==> config.mk <==
export PLATFORM = sky130hd
export DESIGN_NAME = uart_alu_sequencer
export DESIGN_NICKNAME = d
export VERILOG_FILES = /design/src/rtl/uart_alu_sequencer_pkg.sv /design/src/rtl/uart_alu_sequencer_frame_timer.sv /design/src/rtl/uart_alu_sequencer.sv
export SDC_FILE = /design/constraint.sdc
export NUM_CORES = 1
export LEC_CHECK = 0
export ABC_CLOCK_PERIOD_IN_PS = 4970
export BUFFER_PORTS_ARGS = -buffer_cell sky130_fd_sc_hd__buf_2
export CORE_ASPECT_RATIO = 0.5
export CORE_MARGIN = 5
export CORE_UTILIZATION = 45
export CTS_CLUSTER_SIZE = 28
export DETAILED_ROUTE_END_ITERATION = 8
export GPL_TIMING_DRIVEN = 0
export PLACE_DENSITY = 0.73
export SLEW_MARGIN = 20
export SYNTH_ARGS = -nofsm -noshare
export SYNTH_HDL_FRONTEND = slang
export SYNTH_SLANG_ARGS = --single-unit
==> constraint.sdc <==
create_clock -name i_clk -period 4.97 [get_ports i_clk]
set_input_delay 0.2485 -clock i_clk [delete_from_list [all_inputs] [get_ports i_clk]]
set_output_delay 0.2485 -clock i_clk [all_outputs]
set_load 0.02 [all_outputs]
==> src/rtl/uart_alu_sequencer_pkg.sv <==
// Shared definitions for the UART/ALU sequencer: one-hot states, width defaults, ALU opcodes.
// Pure declarations; no logic, no latency, no flow control.
package uart_alu_sequencer_pkg;

    localparam int NB_DATA_DEF = 8;
    localparam int NB_OP_DEF   = 6;

    typedef enum logic [4:0] {
        WAIT_A  = 5'b00001,
        WAIT_B  = 5'b00010,
        WAIT_OP = 5'b00100,
        COMPUTE = 5'b01000,
        WAIT_TX = 5'b10000
    } state_t;

    localparam logic [5:0] OP_ADD = 6'b100000;
    localparam logic [5:0] OP_SUB = 6'b100010;
    localparam logic [5:0] OP_AND = 6'b100100;
    localparam logic [5:0] OP_OR  = 6'b100101;
    localparam logic [5:0] OP_XOR = 6'b100110;
    localparam logic [5:0] OP_SRA = 6'b000011;
    localparam logic [5:0] OP_SRL = 6'b000010;
    localparam logic [5:0] OP_NOR = 6'b100111;

    function automatic logic is_busy(input state_t s);
        return (s == COMPUTE) || (s == WAIT_TX);
    endfunction

endpackage

==> src/rtl/uart_alu_sequencer_frame_timer.sv <==
// Inter-byte watchdog: counts while running, flags the last allowed cycle of a frame gap.
// Expire is combinational from the count; no backpressure. TIMEOUT_CYC=0 never expires.
module frame_timer #(
    parameter int NB_TMR      = 20,
    parameter int TIMEOUT_CYC = 1000000
) (
    input  logic i_clk,
    input  logic i_reset,
    input  logic i_run,
    input  logic i_clear,
    output logic o_expire
);

    localparam logic [NB_TMR-1:0] LAST = (TIMEOUT_CYC == 0) ? '0 : NB_TMR'(TIMEOUT_CYC - 1);

    logic [NB_TMR-1:0] cnt;

    always_ff @(posedge i_clk) begin
        if (!i_reset) begin
            cnt <= '0;
        end else if (i_clear || !i_run) begin
            cnt <= '0;
        end else begin
            cnt <= cnt + NB_TMR'(1);
        end
    end

    // A byte arriving on the last cycle clears the count and suppresses expiry.
    assign o_expire = (TIMEOUT_CYC != 0) && i_run && !i_clear && (cnt == LAST);

endmodule

==> src/rtl/uart_alu_sequencer.sv <==
// Sequencer: collects A, B, opcode bytes, drives the ALU, then requests one transmit of the result.
// Opcode at cycle N -> o_tx_start during N+2; bytes received while busy are dropped with o_overrun.
module uart_alu_sequencer
    import uart_alu_sequencer_pkg::*;
#(
    parameter int NB_DATA     = NB_DATA_DEF,
    parameter int NB_OP       = NB_OP_DEF,
    parameter int TIMEOUT_CYC = 1000000,
    parameter int NB_TMR      = 20
) (
    input  logic               i_clk,
    input  logic               i_reset,
    input  logic [NB_DATA-1:0] i_rx_data,
    input  logic               i_rx_valid,
    input  logic [NB_DATA-1:0] i_alu_result,
    input  logic               i_tx_done,
    output logic [NB_DATA-1:0] o_alu_a,
    output logic [NB_DATA-1:0] o_alu_b,
    output logic [NB_OP-1:0]   o_alu_op,
    output logic [NB_DATA-1:0] o_tx_data,
    output logic               o_tx_start,
    output logic               o_busy,
    output logic               o_overrun,
    output logic               o_timeout
);

    state_t             state_q, state_d;
    logic [NB_DATA-1:0] alu_a_d, alu_b_d, tx_data_d;
    logic [NB_OP-1:0]   alu_op_d;
    logic               tx_start_d, overrun_d, timeout_d;
    logic               timer_run, timer_expire;

    assign timer_run = (state_q == WAIT_B) || (state_q == WAIT_OP);

    frame_timer #(
        .NB_TMR      (NB_TMR),
        .TIMEOUT_CYC (TIMEOUT_CYC)
    ) u_timer (
        .i_clk    (i_clk),
        .i_reset  (i_reset),
        .i_run    (timer_run),
        .i_clear  (i_rx_valid),
        .o_expire (timer_expire)
    );

    always_comb begin
        state_d    = state_q;
        alu_a_d    = o_alu_a;
        alu_b_d    = o_alu_b;
        alu_op_d   = o_alu_op;
        tx_data_d  = o_tx_data;
        tx_start_d = 1'b0;
        overrun_d  = 1'b0;
        timeout_d  = 1'b0;
        case (state_q)
            WAIT_A: begin
                if (i_rx_valid) begin
                    alu_a_d = i_rx_data;
                    state_d = WAIT_B;
                end
            end
            WAIT_B: begin
                if (i_rx_valid) begin
                    alu_b_d = i_rx_data;
                    state_d = WAIT_OP;
                end else if (timer_expire) begin
                    timeout_d = 1'b1;
                    state_d   = WAIT_A;
                end
            end
            WAIT_OP: begin
                if (i_rx_valid) begin
                    alu_op_d = i_rx_data[NB_OP-1:0];
                    state_d  = COMPUTE;
                end else if (timer_expire) begin
                    timeout_d = 1'b1;
                    state_d   = WAIT_A;
                end
            end
            COMPUTE: begin
                tx_data_d  = i_alu_result;
                tx_start_d = 1'b1;
                overrun_d  = i_rx_valid;
                state_d    = WAIT_TX;
            end
            WAIT_TX: begin
                // A byte coincident with tx_done is still dropped.
                overrun_d = i_rx_valid;
                if (i_tx_done) begin
                    state_d = WAIT_A;
                end
            end
            default: state_d = WAIT_A;
        endcase
    end

    always_ff @(posedge i_clk) begin
        if (!i_reset) begin
            state_q    <= WAIT_A;
            o_alu_a    <= '0;
            o_alu_b    <= '0;
            o_alu_op   <= '0;
            o_tx_data  <= '0;
            o_tx_start <= 1'b0;
            o_busy     <= 1'b0;
            o_overrun  <= 1'b0;
            o_timeout  <= 1'b0;
        end else begin
            state_q    <= state_d;
            o_alu_a    <= alu_a_d;
            o_alu_b    <= alu_b_d;
            o_alu_op   <= alu_op_d;
            o_tx_data  <= tx_data_d;
            o_tx_start <= tx_start_d;
            o_busy     <= is_busy(state_d);
            o_overrun  <= overrun_d;
            o_timeout  <= timeout_d;
        end
    end

endmodule

## Yosys cells after proc, flatten, opt, wreduce, memory -nomap -nowiden

Cells that the tools add are included.

- Register bits after elaboration: 59
- Latch bits: 0
- Memory bits (writable): 0
- ROM bits: 0
- Input bits: 20
- Output and inout bits: 34
- Word-level logic and storage cells: 44
- Memories: 0

- Add/sub/neg operators: 1
- Multiply operators: 0
- Divide/modulo/power cells: 0
- Order comparisons: 0
- Eq/ne operators: 8
- Shift-type cells: 0
- Mux-type cells: 8
- Bitwise logic cells: 2
- Reductions and logical operators: 15

Operator list:

| operator | count |
|---|---|
| 2-to-1 mux 5 bit | 5 |
| one-hot mux 5 bit (5 select lines) | 1 |
| adder 20 x 1 -> 20 bit (second input constant) | 1 |
| equality test 20 bit (second input constant) | 1 |
| equality test 5 x 4 -> 1 bit (second input constant) | 2 |
| equality test 5 bit (second input constant) | 2 |
| AND reduction 2 bit | 4 |
| OR reduction 2 bit | 3 |
| equality test 5 x 1 -> 1 bit (second input constant) | 1 |
| equality test 5 x 2 -> 1 bit (second input constant) | 1 |
| equality test 5 x 3 -> 1 bit (second input constant) | 1 |
| logical OR 1 bit | 3 |
| OR reduction 3 bit | 1 |
| logical AND 1 bit | 2 |
| logical NOT 1 bit | 2 |
| 2-to-1 mux 1 bit | 2 |
| NOT 1 bit | 2 |

## Longest topological paths before layout

- Depth in word-level cells: 9
- Depth in mapped cells: 6

## Modules after synthesis

A second synthesis with hierarchy kept.

- Cells, all modules: 258
- Area, all modules: 2466.1 um2

Modules (own cells, without submodules):

| module | instances | cells an instance | area each (um2) |
|---|---|---|---|
| uart_alu_sequencer | 1 | 154 | 1541.5 |
| frame_timer | 1 | 104 | 924.6 |

## Worst setup path before layout

Ideal clock, no wire load.

- Path kind: flip-flop to flip-flop
- Start point: reg state_q[0]
- End point: reg o_alu_op[2]
- Setup time: 0.128 ns
- Arrival time: 1.452 ns
- Required time: 4.842 ns
- Setup slack: 3.391 ns
- Cell stages (with the launch flop): 6
- Cell sequence: dfxtp_1 > or3_1 > or4_1 > buf_6 > mux2i_1 > nor2_1

- Word-level cells in the longest chain between the ends: 2

RTL lines:

| item | RTL line | text |
|---|---|---|
| start, declared | uart_alu_sequencer.sv:27 | `state_t state_q, state_d;` |
| start signal, assigned | uart_alu_sequencer.sv:109 | `state_q <= state_d;` |
| equality test 5 x 3 -> 1 bit | uart_alu_sequencer.sv:55 | `case (state_q)` |
| AND reduction 2 bit (no line) | - |  |
| end signal, assigned | uart_alu_sequencer.sv:112 | `o_alu_op <= alu_op_d;` |
| end, declared | uart_alu_sequencer.sv:19 | `output logic [NB_OP-1:0] o_alu_op,` |

No other way between the ends.
A chain may end at the register's enable or synchronous reset.

## Final worst setup path

- Start point: reg state_q[0]
- End point: reg o_alu_b[4]

- Word-level cells in the longest chain between the ends: 2

RTL lines:

| item | RTL line | text |
|---|---|---|
| equality test 5 x 2 -> 1 bit | uart_alu_sequencer.sv:55 |  |
| AND reduction 2 bit (no line) | - |  |
| end signal, assigned | uart_alu_sequencer.sv:111 | `o_alu_b <= alu_b_d;` |
| end, declared | uart_alu_sequencer.sv:18 | `output logic [NB_DATA-1:0] o_alu_b,` |

No other way between the ends.

==> flow_summary.ini <==
[outcome]
status = finished, final reports clean

[sta]
slew_headroom_pct = 57.4
max_clock_freq_ghz = 0.537
min_period_ns = 1.86
setup_ws_ns = 3.11
final_hold_viol_count = 0
setup_viol = 0
worst_pin_slew_ns = 0.637
final.setup.tns_ns = 0
hold-worst-slack_ns = 0.142
finClkSkew_ns = 0.00690
fin_crit_sh_pct = 37.4
rsz0062_at_grt = false
timing.final.max_slew_violations = 0

[synth]
synthTopCellsByArea = dfxtp_1 50%, mux2i_1 13%, nor2_1 8.9%
synthAdderAreaFrac_pct = 0.528
avgSynthCellArea_sq_um = 9.40
ys_warn_count = 0
synth_compound_area_share_pct = 4.86
synthesis.area_sq_mm = 0.00237
netlist_instances = 252
synth.net_count = 273
synth_seq_area_share_pct = 49.9
yosys.area_share.simple_pct = 22.7
netlist.area_leader.share_pct = 49.9
synthDistinctLibCells = 35
muxShareOfSynthArea_pct = 12.7
yosys.area_share.xor_xnor_pct = 5.92
synth_seq_cells = 59
synth_top_family_by_area = simple AND/OR/NAND/NOR gates
synth_top_area_cell = dfxtp_1

[global_route]
grt_pass1_vias = 1878
grt_use_total_pct = 15.6
overflow = 0
grt_pass1_wl_um = 8320
grt_max_degree = 12
grt_antenna_before_repair = 0

[clock_network]
post_cts_buffers = 0
htreeDepth = 3
post_cts_resized = 0
numClockSinks = 59
clock-root-buffer = clkbuf_8
clkSlewWorstSetupHoldPaths_ns = 0.07
insertion_delay_ns = 0.34
clockBufferDepth = 2
numCtsBuffers = 9
tritoncts = yes
hold_buffers = 0

[layout]
fin_nets = 336
area_delta_synth_final_pct = 22.9
drive_above_1_share_pct = 22.5
layout_commonest_cell = dfxtp_1
mostFrequentLayoutCells = 59 x dfxtp_1, 56 x nor2_1, 54 x buf_2
antennaDiodeCount = 0

[pwr]
p_total_uw = 979
max-vdd-ir-drop_v = 0.000167
leakage_nw = 1.34
pwr_density_cell_mw_per_mm2 = 336

[setup_path]
r2r_end = o_alu_b[4]
critical_path_class = flop to flop
endpoint = o_alu_b[4]
reg2regPathDepth = 4
cp-end-kind = flop
slowest_stage = nand3_1
r2r_start = state_q[0]
critical_path.startpoint = state_q[0]
worstSetupStartpointType = flop
crit_chain = nor3_1 -> nand3_1 -> mux2i_1 -> nor2_1
critPathRequiredTime_ns = 5.18
worstPathMaxFanout = 8
cp_slowest_stage_delay_ns = 0.54
cp.arrival_ns = 2.08
r2r_slack_ns = 3.11

[detailed_routing]
first_iter_violations = 70
firstDrtPassIters = 4
wirelength_um = 5160
viasPerCell = 5.02
antenna_left = 0
wl_per_cell_um = 13.2
drc = 0
num_vias = 1956

[floorplan]
start_util_pct = 47.4
die_area_sq_mm = 0.00690
io_pins = 54
rows = 18
core_area_sq_mm = 0.00500
die_h_um = 61.3
die_x_um = 113

[place]
place.gp.congestion = 0.754
place_ws_ns = 3.13
hpwl_um = 3720
io_buffer_count = 52

[min_path]
hp-class = primary input to flop

[job]
drv_cap = 0
cell type report:
type / instances / area (sq um)
Fill cell: 478 / 2090
Buffer: 11 / 51.3
Clock inverter: 6 / 66.3
Inverter: 8 / 30.0
Multi-Input combinational cell: 174 / 1110
Tap cell: 70 / 87.6
Clock buffer: 10 / 128
Timing Repair Buffer: 52 / 260
Sequential cell: 59 / 1180
per-stage QoR:
| step | std cells | area (sq um) | utilization, % |
|---|---|---|---|
| global placement | 374 | 2720 | 54.3 |
| detailed placement | 374 | 2720 | 54.3 |
| finish | 390 | 2910 | 58.2 |
| global route | 390 | 2910 | 58.2 |
| CTS | 390 | 2910 | 58.2 |
| floorplan | 252 | 2370 | - |
power by group:
group	leakage [nW]	internal (mW)	switching [mW]
sequential	0.477	0.482	0.00522
clock	0.0885	0.231	0.193
combinational	0.778	0.0265	0.0408
critical path, delay by kind of cell (launching register included):
family	cells	cell delay, ns
mux	1	0.32
flops	1	0.36
simple gates	3	1.06
cell usage after synthesis, drive strengths merged:
master / n
or4: 1
clkinv: 1
xor2: 2
a21oi: 3
nand3: 9
inv: 7
a41o: 1
xnor2: 14
or3: 7
buf: 3
ha: 1
a22o: 1
and3: 5
o21a: 2
nor4bb: 1
nor3: 10
nor4b: 1
o211ai: 1
nor2: 56
nand4bb: 1
and2: 2
mux2i: 30
dfxtp: 59
clkbuf: 8
a31oi: 1
a41oi: 1
nor4: 2
nand4: 4
nand2: 8
o21ai: 4
o311ai: 1
a211oi: 2
nor2b: 3
state kept, by name, indices dropped and copies added (netlist names):
signal / flops
o_tx_data: 8
o_timeout: 1
o_alu_op: 6
o_alu_b: 8
o_busy: 1
state_q: 5
o_overrun: 1
o_alu_a: 8
o_tx_start: 1
u_timer.cnt: 20
layer usage:
metal  vias up  share of wire, %  global-route usage, %
met5         -                 0                      0
met4         0               1.1                   5.31
met3         5               4.7                   7.36
met2        48                51                   28.7
met1       917                43                   16.3
li1        986                 -                      -
how the worst min path moves through the flow:
stage,from,end,slack [ns],cells past startpoint
after floorplan,i_reset,state_q[1],0.37,1
after global placement,u_timer.cnt[0],u_timer.cnt[0],0.44,1
after detailed placement,u_timer.cnt[0],u_timer.cnt[0],0.46,1
after CTS,i_alu_result[2],o_tx_data[2],0.13,3
after global routing,i_alu_result[0],o_tx_data[0],0.12,3
final,i_alu_result[2],o_tx_data[2],0.14,3
logic make-up (layout without fill, tap and decap cells):
| kind of cell | count (synthesis) | count (layout) |
|---|---|---|
| flops | 59 | 59 |
| compound gates | 17 | 17 |
| simple gates | 110 | 110 |
| mux | 30 | 30 |
| buf+inv | 19 | 87 |
| fa+ha+maj | 1 | 1 |
| xor+xnor | 16 | 16 |
No activity file was read; power rests on OpenSTA's default activity.
